## src/rtl/frame_pkg.sv

```systemverilog
// Shared definitions for the frame buffer swap scheduler and the SRAM address mux.
package frame_pkg;

  typedef enum logic [1:0] {
    ST_IDLE     = 2'd0,
    ST_PENDING  = 2'd1,
    ST_COMMIT   = 2'd2,
    ST_WAIT_REL = 2'd3
  } state_t;

  localparam int unsigned CNT_W_DEF = 16;

  localparam logic BUF_A = 1'b0;
  localparam logic BUF_B = 1'b1;

endpackage : frame_pkg

```

## src/rtl/sync_edge_detect.sv

```systemverilog
// Rising-edge detector for a level already synchronous to clk (VSYNC/HSYNC).
module sync_edge_detect (
  input  logic clk_i,
  input  logic rst_i,
  input  logic level_i,
  output logic edge_o
);

  logic level_q;

  // Previous-cycle copy of the level, updated every cycle.
  always_ff @(posedge clk_i or posedge rst_i) begin
    if (rst_i) level_q <= 1'b0;
    else       level_q <= level_i;
  end

  assign edge_o = level_i & ~level_q;

endmodule : sync_edge_detect

```

## src/rtl/frame_swap_sched.sv

```systemverilog
// Commits writer/display buffer swaps only on VSYNC edges, with minimum frame pacing.
module frame_swap_sched
  import frame_pkg::*;
#(
  parameter int unsigned MIN_FRAMES = 1,
  parameter int unsigned CNT_W      = CNT_W_DEF
) (
  input  logic             clk,
  input  logic             reset,
  input  logic             vsync_in,
  input  logic             enable,
  input  logic             swap_req,
  output logic             swap_ack,
  output logic             swap_pending,
  output logic             buf_sel,
  output logic [CNT_W-1:0] frame_cnt,
  output logic [CNT_W-1:0] repeat_cnt
);

  localparam logic [8:0]       MIN_F   = 9'(MIN_FRAMES);
  localparam logic [CNT_W-1:0] CNT_ONE = CNT_W'(1);

  state_t           state_q, state_d;
  logic             vs_edge;
  logic [7:0]       shown_q, shown_d;
  logic             buf_sel_q, buf_sel_d;
  logic [CNT_W-1:0] frame_cnt_q, frame_cnt_d;
  logic [CNT_W-1:0] repeat_cnt_q, repeat_cnt_d;
  logic [8:0]       pace_sum;
  logic             pace_ok;

  sync_edge_detect u_vs_edge (
    .clk_i   (clk),
    .rst_i   (reset),
    .level_i (vsync_in),
    .edge_o  (vs_edge)
  );

  assign pace_sum = {1'b0, shown_q} + {8'd0, vs_edge};
  assign pace_ok  = (pace_sum >= MIN_F);

  // Next state; an IDLE request arriving on the edge cycle is judged as PENDING would.
  always_comb begin
    state_d = state_q;
    unique case (state_q)
      ST_IDLE: begin
        if (swap_req && enable)
          state_d = (vs_edge && pace_ok) ? ST_COMMIT : ST_PENDING;
      end
      ST_PENDING: begin
        if (!swap_req)                         state_d = ST_IDLE;
        else if (vs_edge && pace_ok && enable) state_d = ST_COMMIT;
      end
      ST_COMMIT:   state_d = ST_WAIT_REL;
      ST_WAIT_REL: if (!swap_req) state_d = ST_IDLE;
      default:     state_d = ST_IDLE;
    endcase
  end

  // Counters and buffer select; buf_sel flips on entry to COMMIT so it moves with swap_ack.
  always_comb begin
    buf_sel_d    = buf_sel_q;
    shown_d      = shown_q;
    frame_cnt_d  = frame_cnt_q;
    repeat_cnt_d = repeat_cnt_q;
    if (state_d == ST_COMMIT) buf_sel_d = ~buf_sel_q;
    if (state_q == ST_COMMIT)           shown_d = '0;
    else if (vs_edge && shown_q != '1)  shown_d = shown_q + 8'd1;
    if (vs_edge) frame_cnt_d = frame_cnt_q + CNT_ONE;
    if (vs_edge && state_q == ST_IDLE && !swap_req && repeat_cnt_q != '1)
      repeat_cnt_d = repeat_cnt_q + CNT_ONE;
  end

  // State and datapath registers.
  always_ff @(posedge clk or posedge reset) begin
    if (reset) begin
      state_q      <= ST_IDLE;
      shown_q      <= '0;
      buf_sel_q    <= BUF_A;
      frame_cnt_q  <= '0;
      repeat_cnt_q <= '0;
    end else begin
      state_q      <= state_d;
      shown_q      <= shown_d;
      buf_sel_q    <= buf_sel_d;
      frame_cnt_q  <= frame_cnt_d;
      repeat_cnt_q <= repeat_cnt_d;
    end
  end

  assign swap_ack     = (state_q == ST_COMMIT);
  assign swap_pending = (state_q == ST_PENDING);
  assign buf_sel      = buf_sel_q;
  assign frame_cnt    = frame_cnt_q;
  assign repeat_cnt   = repeat_cnt_q;

endmodule : frame_swap_sched

```

## config.mk

```make
export PLATFORM = sky130hd
export DESIGN_NAME = frame_swap_sched
export DESIGN_NICKNAME = d
export VERILOG_FILES = /design/src/rtl/frame_pkg.sv /design/src/rtl/sync_edge_detect.sv /design/src/rtl/frame_swap_sched.sv
export SDC_FILE = /design/constraint.sdc
export NUM_CORES = 1
export LEC_CHECK = 0
export CORE_UTILIZATION = 50
export DETAILED_ROUTE_END_ITERATION = 10
export GPL_TIMING_DRIVEN = 0
export PLACE_DENSITY_LB_ADDON = 0.15
export REMOVE_ABC_BUFFERS = 1
export SETUP_SLACK_MARGIN = 0.02
export SYNTH_ARGS = -nofsm -noshare
export SYNTH_HDL_FRONTEND = slang
export SYNTH_HIERARCHICAL = 1
export SYNTH_SLANG_ARGS = --single-unit
```

## constraint.sdc

```tcl
create_clock -name clk -period 2.83 [get_ports clk]
set_input_delay 0.566 -clock clk [delete_from_list [all_inputs] [get_ports clk]]
set_output_delay 0.566 -clock clk [all_outputs]
set_load 0.01 [all_outputs]
```

Word-level counts from Yosys, hierarchy flattened --
Cells that the tools add are included.
Word-level totals: register bits 44, bits in latches 0, memory bits (writable) 0, memory bits (read-only) 0, input port bits 5, output and inout bits 35, word-level logic and storage cells 38, memories kept 0
Operators by class: add/subtract/negate cells 4, $mul 0, divide/modulo/power cells 0, $lt $le $gt $ge 1, equal/unequal tests 6, shift-type cells 0, multiplexer cells 8, bitwise gates (word level) 3, reductions and logical operators 10
Operators by type and width (count):
- 16-bit by 1-bit adder with 16-bit output (second input constant) | 2
- 8-bit two-way mux | 2
- 16-bit inequality test (second input constant) | 1
- 2-bit two-way mux | 5
- 8-bit by 1-bit adder with 9-bit output | 1
- 9-bit by 1-bit greater-or-equal comparator with 1-bit output (second input constant) | 1
- 8-bit by 1-bit adder with 8-bit output (second input constant) | 1
- 8-bit inequality test (second input constant) | 1
- 2-bit case mux with 4 select lines | 1
- 1-bit logical AND | 7
- 2-bit equality test (second input constant) | 3
- 2-bit by 1-bit equality test with 1-bit output (second input constant) | 1
- 2-bit zero test | 1
- 1-bit inverter | 2
- 2-bit nonzero test | 1
- 1-bit AND | 1
- 1-bit zero test | 1

Longest topological paths before layout --
depth in word-level cells 10, mapped depth 7

Hierarchy --
The synthesis kept the hierarchy.
Modules (own cells, without submodules):
- frame_swap_sched | instances 1, cells each 193, area each 2075.7 um^2
- sync_edge_detect | instances 1, cells each 3, area each 42.5 um^2

Worst setup path after synthesis --
No wires, ideal clock.
kind in2reg, from input port vsync_in, to register repeat_cnt_q[15], in the netlist repeat_cnt[15], data arrival time 2.183 ns, path slack 0.567 ns, stages on the path 7, path buffers 2, cell sequence nor2b_4 buf_6 or4b_1 buf_2 or3_4 and4bb_1 xnor2_1
On the way: word-level cells in the longest chain between the ends 4
RTL lines:
- from (decl) | line frame_swap_sched.sv:10 | input logic vsync_in,
- 1-bit AND | line sync_edge_detect.sv:17 | assign edge_o = level_i & ~level_q;
- 1-bit logical AND (3 in series) | line frame_swap_sched.sv:70 | if (vs_edge && state_q == ST_IDLE && !swap_req && repeat_cnt_q != '1)
- to (signal assigned) | line frame_swap_sched.sv:87 | repeat_cnt_q <= repeat_cnt_d;
- to (decl) | line frame_swap_sched.sv:28 | logic [CNT_W-1:0] repeat_cnt_q, repeat_cnt_d;
Every way passes these cells. A chain may end at the register's enable or synchronous reset.

Final worst setup path --
from register state_q[1], to output port swap_ack
On the way: word-level cells in the longest chain between the ends 1
RTL lines:
- from (decl) | line frame_swap_sched.sv:23 | state_t state_q, state_d;
- from (signal assigned) | line frame_swap_sched.sv:83 | state_q <= state_d;
- 2-bit equality test | line frame_swap_sched.sv:91 | assign swap_ack = (state_q == ST_COMMIT);
- to (decl) | line frame_swap_sched.sv:13 | output logic swap_ack,
Every way passes these cells.

==> summary.md <==
| Metric | Value |
|---|---|
| Worst Setup End Kind | `primary output` |
| First drt pass iteration count | `4` |
| WL final | `3960 um` |
| Post-synthesis cell count | `196` |
| Layout Nets | `248` |
| Initial core utilization | `a little over half` |
| # clock sinks | `44` |
| Most common library cells after synthesis | `dfrtp_1, xnor2_1, nand2_1` |
| DRC | `0` |
| Latest clock arrival within the worst-skew pair | `0.31 ns` |
| CTS resizes | `0` |
| Status | `completed` |
| Total track usage | `between 20% and 30%` |
| ANT nets after route | `0` |
| Cell Area, Synth | `~2100 um2` |
| Leak | `roughly 1.1 nW` |
| MaxCap Viol Count | `0` |
| Warnings from Yosys | `6` |
| Max-Slew Margin vs Limit | `37.0%` |
| Max clock buf depth | `2` |
| First-pass GRT wire length | `6670 um` |
| Root Driver | `clkbuf_8` |
| WL/cell | `13.7 um` |
| Fin crit share | `between 90% and 100%` |
| Total power | `1.87 mW` |
| Die span in y | `67.1 um` |
| Final Wtd Congestion | `between 0.7 and 0.8` |
| WP data required | `2.26 ns` |
| Final core utilization | `about two thirds` |
| Post-synth top area cell | `dfrtp_1` |
| Post-Place Worst Slack | `-0.110 ns` |
| Core box area | `4030 um2` |
| Clock Pin Slew Worst Setup and Hold Paths | `0.09 ns` |
| Largest net degree at the start of global routing | `44` |
| Fmax | `between 300 and 400 MHz` |
| Post-route clock skew | `0.0100 ns` |
| Hold crit path type | `in -> async` |
| CTS buffer count | `5` |
| Slowest CP cell | `clkdlybuf4s50_1` |
| Buffers on Ports | `39` |
| Post-synth ARST share | `100%` |
| Final Setup Violations | `0` |
| PD cells | `701 nW/um2` |
| VDD IR max | `about 0.50 mV` |
| Io pins | `40` |
| EDFF count, synth | `0` |
| Final Hold Viols | `0` |
| Die area | `4500 um2` |
| Via/cell ratio | `5.48` |
| Via Count | `about 1,600` |
| Layout cell share with drive strength beyond 1 | `7.11%` |
| Startpoint Class | `flop` |
| Largest stage delay, worst path | `0.67 ns` |
| Hold_buf cts | `0` |
| # diodes | `0` |
| Row count | `23` |
| RSZ-0062 raised after global routing | `false` |
| Fin crit period | `2.61 ns` |
| Yosys reg bits | `44` |
| Ranking of synthesized cells by area | `dfrtp_1, xnor2_1, xor2_1, ha_1, nand4_1` |
| Fin. max-slew vios | `0` |
| Post-synth top area share | `52.0%` |
| Share of the yosys chip area belonging to registers | `52.0%` |
| DR iter-0 viols | `97` |
| Most frequent cell after synthesis | `dfrtp_1` |
| Synth cell types | `36` |
| Chip Width | `67.1 um` |
| Syn_area_per_cell | `10.8 um2` |
| Post-CTS Setup Inserts | `0` |
| Area delta synth->final | `26.0%` |
| CTS tree | `yes` |
| Number of global-route vias before repair | `1,481` |
| # H-tree levels | `2` |
| Arrival time at the worst endpoint | `2.04 ns` |
| CP Cell Sequence | `nor2b_1 -> clkdlybuf4s50_1` |
| Initial antenna violation count | `0` |
| DPL Wire Length | `2690 um` |
| Maximum fanout along the worst path | `10` |
| PnR worst setup slack | `0.225 ns` |
| Total congestion overflow | `0` |
| Main synth FF type | `dfrtp_1` |
| Worst Tran Pin Value | `approximately 0.94 ns` |
| Worst Setup Path Type | `reg -> out` |
-- cell type report --
cell class                 count  area, um2
clock buffer                   5       68.8
multi-input combinational    142        977
tap                           50       62.6
clock inverter                 3       46.3
inverter                       6       22.5
sequential                    44       1100
timing repair buffer          39        390
fill                         327       1360
-- state kept, by name, indices dropped and copies added (netlist names) --
signal	cells
u_vs_edge/level_q	1
frame_cnt	16
shown_q	8
state_q	2
buf_sel	1
repeat_cnt	16
-- path summary, 6_finish.rpt --
kind	startpoint	end	cells past startpoint	slack [ns]
worst max register to register	u_vs_edge/level_q$_DFF_PP0_	repeat_cnt[15]$_DFFE_PP0P_	5	0.60
worst max-delay path	state_q[1]$_DFF_PP0_	swap_ack	2	0.22
worst min-delay path	reset	u_vs_edge/level_q$_DFF_PP0_	2	0.43
max in group asynchronous	reset	shown_q[3]$_DFFE_PP0P_	2	1.49
min in group clk	frame_cnt[15]$_DFFE_PP0P_	frame_cnt[15]$_DFFE_PP0P_	1	0.47
worst min register to register	frame_cnt[15]$_DFFE_PP0P_	frame_cnt[15]$_DFFE_PP0P_	1	0.47
-- critical path: cells and delay by family (launching register included) --
family,cells,cell delay [ns]
flops,1,0.41
simple gates,1,0.65
buf+inv,1,0.67
-- metal layers --
metal,vias up,wire length [um],GRT usage [%]
met5,-,0,0
met4,0,99,10.4
met3,9,154,5.65
met2,29,1770,31.0
met1,768,1940,26.1
li1,777,-,-
-- per-stage QoR --
step	instance area, um2	setup TNS (ns)	hold slack, ns	std cells
2_1_floorplan	2090	0	0.295	192
3_3_place_gp	2550	-0.231	0.455	281
3_5_place_dp	2550	-0.619	0.456	281
4_1_cts	2670	0	0.416	289
5_1_grt	2670	0	0.431	289
6_report	2670	0	0.428	289
-- logic make-up (layout without fill, tap and decap cells) --
kind of cell | Yosys count | count (layout) | share of synthesized area (%)
AOI/OAI and AO/OA | 13 | 13 | 3.66
and+or+nand+nor | 86 | 86 | 23.2
xor gates and xnor gates | 35 | 35 | 14.5
DFF | 44 | 44 | 52.0
buffers and inverters | 10 | 53 | 2.19
adders and majority gates | 5 | 5 | 2.95
muxes | 3 | 3 | 1.54
-- layout by cell type, fill, tap and decap left out, types with 2 or more instances in the layout --
cell / instances
a21oi_1: 5
and3_1: 3
and4_1: 4
clkbuf_8: 5
clkdlybuf4s50_1: 39
dfrtp_1: 44
ha_1: 5
inv_1: 5
mux2_2: 2
nand2_1: 16
nand3_1: 11
nand4_1: 10
nor2_1: 11
nor2b_1: 2
nor3_1: 9
nor4_1: 5
o21ai_0: 4
or3_1: 4
xnor2_1: 20
xor2_1: 15
-- report_power, final --
group | total, mW | internal [mW] | switching (mW)
clock network | 0.499 | 0.266 | 0.233
registers | 0.881 | 0.740 | 0.141
logic | 0.491 | 0.275 | 0.216
total | 1.87 | 1.28 | 0.589
No activity file was read; power rests on OpenSTA's default activity.
==> variant 1: new RTL, same flow settings <==
Register the output `frame_cnt` once more, with the module's reset; this adds one clock of latency there. The other outputs are not delayed to match.
--- a/src/rtl/frame_swap_sched.sv
+++ b/src/rtl/frame_swap_sched.sv
@@ -92,5 +92,11 @@
   assign swap_pending = (state_q == ST_PENDING);
   assign buf_sel      = buf_sel_q;
-  assign frame_cnt    = frame_cnt_q;
+  always_ff @(posedge clk or posedge reset) begin
+    if (reset) begin
+      frame_cnt <= '0;
+    end else begin
+      frame_cnt <= frame_cnt_q;
+    end
+  end
   assign repeat_cnt   = repeat_cnt_q;
 
Formal check against the unedited RTL: not equivalent (a bounded check fails within 4 cycles, from zero or initial values and one cycle with reset high).
==> variant 1 against the original RTL <==
- routed wire length grew 8.7%
- synthesized area rose by 20%
- via count rose by 11%
- combinational power shrank 2%
- cell area increased by 22%
- sequential cell count is 16 higher
- critical path depth stayed put
- maximum frequency decreased by 2.1%
- setup slack got worse by 0.056 ns
- total power rose by 33%
- register-to-register slack gained 0.04 ns
==> variant 1: results (changes against the original RTL) <==
Layout
  • Inserted Diodes: 0 (unchanged)
  • Final #Nets: 268 (was 248)
  • Layout filler cell count: 396 (was 327)
  • Fraction of layout cells with a size suffix above 1: 9.16% (was 7.11%)

Power
  • Peak VDD IR: 427 uV (was 499 uV)
  • Net Sw Power: 0.000670 W (was 0.000589 W)
  • Lkg Pwr: 1.48 nW (was 1.15 nW)

CTS
  • H-tree lvl count: 3 (was 2)
  • Num CTS Buffers: 9 (was 5)
  • Cts repair resizes: 0 (unchanged)
  • Clock-pin transition on the worst setup and hold timing paths: 0.07 ns (was 0.09 ns)
  • Worst skew pair latency: 0.33 ns (was 0.31 ns)

STA
  • Min Hold Slack: 0.400 ns (was 0.428 ns)
  • Clock skew: 0.00600 ns (was 0.0100 ns)
  • Slew HR: 49.0% (was 37.0%)

Synth
  • Seq/Total Area, Yosys: 58.9% (was 52.0%)
  • Count of different cell masters after synthesis: 38 (was 36)
  • Top post-synthesis cells by count: dfrtp_1, xnor2_1, nand2_1 (was dfrtp_1, xnor2_1, nand2_1, xor2_1)

Min path
  • Worst hold-check path type: reg -> reg (was in -> async)

Critical path
  • Worst-path fanout max: 11 (was 10)
  • Worst EP arrival: 2.09 ns (was 2.04 ns)
  • Worst R2R Setup Slack: 0.64 ns (was 0.60 ns)

Place
  • Detailed Place HPWL: 2960 microns (was 2690 microns)
  • RD Place Congestion: 0.781 (was 0.782)

Floorplanning
  • Core area: 4820 sq um (was 4030 sq um)

Global route
  • Largest net degree at the start of global routing: 40 (was 44)
  • Initial antenna violation count: 0 (unchanged)
  • Vias in the first global route: 1,628 (was 1,481)
  • GRT Resource Usage Total: 18.5% (was 20.3%)

Status
  • Status: completed (unchanged)

Drt
  • DRT Wirelength: 4300 microns (was 3960 microns)
  • Routed via count: 1,761 (was 1,583)
  • Starting DRT DRC Count: 93 (was 97)
## variant 1: cell types whose count changed in the layout (fill, tap and decap cells not counted), sizes merged, moves of 5 or more
cell | before | now
a31oi | 0 | 6
and3 | 4 | 11
clkbuf | 5 | 11
dfrtp | 44 | 60
nor4 | 6 | 1
or3 | 5 | 0
xor2 | 15 | 10
## variant 1: kinds of logic after synthesis
kind of cell	Yosys count	share of synthesized area, %
simple gates	82	19.7
flops	60	58.9
xor+xnor	28	9.61
compound gates	26	7.06
buf+inv	7	1.03
fa+ha+maj	5	2.45
mux	3	1.28
## variant 1: area by class of cell
class                   instances  area share (%)
well taps                      67            2.58
clock inverters                 4            2.23
multi-input cells             144            31.4
flip-flops and latches         60            46.1
repair buffers                 40            12.6
clock buffers                  11            4.65
inverters                       3           0.346
## variant 1: power groups by stage
stage | logic [W] | clock network [W] | registers, W
after floorplan | 0.000234 | 0 | 0.00117
after global placement | 0.000474 | 0 | 0.00116
after detailed placement | 0.000490 | 0 | 0.00116
after CTS | 0.000492 | 0.000875 | 0.00114
after global routing | 0.000544 | 0.000908 | 0.00117
final | 0.000483 | 0.000853 | 0.00114
## variant 1: routing by layer
layer	vias up	global-route usage, %	share of wire [%]
li1	864	-	-
met1	853	24.9	49
met2	39	26.3	46
met3	5	4.66	3.6
met4	0	12.6	1.2
met5	-	0	0
## variant 1: worst max-delay path: cells and delay by family (launching register included)
kind	cells	cell delay (ns)
buffers and inverters	1	0.67
flip-flops	1	0.44
AND/OR/NAND/NOR	1	0.65
## variant 1: stage by stage
stage	area, sq um	worst slack, ns	total power (W)	instances	TNS [ns]
finish	3250	0.169	0.00248	329	0
global route	3250	0.0425	0.00262	329	0
CTS	3250	0.121	0.00251	329	0
detailed placement	3030	-0.0349	0.00165	314	-0.0349
global placement	3010	-0.271	0.00163	313	-15.87
floorplan	2540	0.667	0.00140	207	0
## variant 1: worst paths after layout
check	startpoint	end	depth (start not counted)
hold / removal	frame_cnt_q[15]	frame_cnt[15]	0
hold reg to reg	frame_cnt_q[15]	frame_cnt[15]	0
min in group asynchronous	reset	u_vs_edge/level_q	2
setup / recovery	state_q[1]	swap_ack	2
max in group asynchronous	reset	repeat_cnt[13]	3
setup reg to reg	u_vs_edge/level_q	repeat_cnt[13]	5
==> variant 2: new RTL, same flow settings <==
Without the edit above. Set the package constant `CNT_W_DEF` to 14 (it was 16).
--- a/src/rtl/frame_pkg.sv
+++ b/src/rtl/frame_pkg.sv
@@ -9,5 +9,5 @@
   } state_t;
 
-  localparam int unsigned CNT_W_DEF = 16;
+  localparam int unsigned CNT_W_DEF = 14;
 
   localparam logic BUF_A = 1'b0;
Ports: changed (resized frame_cnt and repeat_cnt); port bits go from 40 to 36. The function was not compared with the original's and may differ.
==> variant 2 against the original RTL <==
- total power is 3.1% lower
- sequential cell count shrank 4
- setup slack worse by 0.011 ns
- sequential power decreased by 4.3%
- cell area fell by 6.2%
- largest cell class unchanged
- clock power decreased by 6.8%
- hold slack improved by 0.016 ns
- cell count decreased by 3.5%
- synthesized area decreased by 6.0%
- largest power group unchanged
- routed wire length is 0.99% higher
==> variant 2: results (changes against the original RTL) <==
Status
  • Status: completed (unchanged)

CTS
  • # hold bufs at CTS: 0 (unchanged)
  • Worst skew pair latency: 0.29 ns (was 0.31 ns)
  • Cts repair resizes: 0 (unchanged)
  • Root buffer cell: clkbuf_8 (unchanged)
  • Post-CTS setup buffers: 0 (unchanged)
  • Clock-pin transition on the worst setup and hold timing paths: 0.08 ns
  • H-tree lvl count: 2 (unchanged)
  • Num CTS Buffers: 5 (unchanged)

Place
  • Dpl ws: -0.0451 ns (was -0.110 ns)
  • Number of port buffers: 35 (was 39)
  • DP Area: 2390 sq um (was 2550 sq um)
  • Detailed Place HPWL: 2840 microns (was 2690 microns)
  • RD Place Congestion: 0.916 (was 0.782)

Critical path
  • Worst EP arrival: 2.05 ns
  • Worst-path fanout max: 10 (unchanged)

Layout
  • Final #Nets: 240 (was 248)
  • Fraction of layout cells with a size suffix above 1: 6.93% (was 7.11%)
  • Inserted Diodes: 0 (unchanged)

Flow run
  • Max Cap Violations: 0 (unchanged)

Synth
  • Post-synthesis compound-gate area fraction: 6.22% (was 3.66%)
  • Mux share of post-synthesis cell area: 2.39% (was 1.54%)
  • Count of different cell masters after synthesis: 39 (was 36)
  • XOR/XNOR share of the synthesized area: 11.4% (was 14.5%)
  • Seq/Total Area, Yosys: 50.3% (was 52.0%)
  • Area contributors post-synth: dfrtp_1, xnor2_1, nand2_1 (was dfrtp_1, xnor2_1, xor2_1)
  • Main combinational cell family by area after synthesis: simple AND/OR/NAND/NOR gates (unchanged)
  • Top_reg_cell synth: dfrtp_1 (unchanged)
  • Top post-synthesis cells by count: dfrtp_1, nand2_1, xnor2_1, nor2_1 (was dfrtp_1, xnor2_1, nand2_1, xor2_1)
  • Synthesis Warnings: 6 (unchanged)
  • Post-synthesis adder-cell area fraction: 3.14% (was 2.95%)

Global route
  • Vias in the first global route: 1,562 (was 1,481)
  • Largest net degree at the start of global routing: 40 (was 44)
  • Initial antenna violation count: 0 (unchanged)
  • GRT Resource Usage Total: 21.4% (was 20.3%)
  • First-pass GRT wire length: 6930 microns (was 6670 microns)

Min path
  • Worst hold-check path type: in -> async (unchanged)

Drt
  • Via density: 5.72 (was 5.48)
  • TritonRoute pass-1 iters: 4 (unchanged)
  • Starting DRT DRC Count: 145 (was 97)
  • Avg WL per Cell: 14.3 microns (was 13.7 microns)

STA
  • Clock skew: 0.00572 ns (was 0.0100 ns)
  • Slew HR: 46.0% (was 37.0%)

Power
  • Peak VDD IR: 448 uV (was 499 uV)
  • Lkg Pwr: 1.06 nW (was 1.15 nW)
==> variant 2: worst max-delay path, cell delays in order, from the launching register on <==
cell and delay [ns]:
dfrtp_1 0.44, nor2b_1 0.64, clkdlybuf4s50_1 0.68
==> variant 2: area by class of cell <==
type                    instances  area, sq um
well taps                      48         60.1
clock buffers                   5         68.8
clock inverters                 3         42.5
repair buffers                 35          350
flip-flops and latches         40         1000
inverters                       7         26.3
fillers                       305         1240
multi-input cells             141          955
==> variant 2: worst paths after layout <==
check                                         end  cells past startpoint  slack, ns         startpoint
max in group asynchronous              state_q[1]                      2       1.54              reset
worst min register to register            buf_sel                      1       0.47            buf_sel
min in group clk                          buf_sel                      1       0.47            buf_sel
worst max register to register     repeat_cnt[13]                      5       0.63  u_vs_edge/level_q
worst min-delay path            u_vs_edge/level_q                      2       0.44              reset
worst max-delay path                     swap_ack                      2       0.21         state_q[1]
==> variant 2: through the flow <==
step / hold slack [ns] / cells / util (%)
2_1_floorplan: 0.295 / 188 / -
3_3_place_gp: 0.461 / 271 / 63.9
3_5_place_dp: 0.465 / 271 / 63.9
4_1_cts: 0.436 / 279 / 66.9
5_1_grt: 0.462 / 279 / 66.9
6_report: 0.444 / 279 / 66.9
==> variant 2: metal layers <==
metal,GRT usage [%],part of all wire (%),vias up
li1,-,-,759
met1,27.0,44,778
met2,34.9,50,49
met3,5.73,4.4,9
met4,8.42,1.7,0
met5,0,0,-
==> variant 2: power by group <==
group | switching (W) | internal (W)
clock network | 0.000204 | 0.000261
logic | 0.000223 | 0.000280
registers | 0.000161 | 0.000683
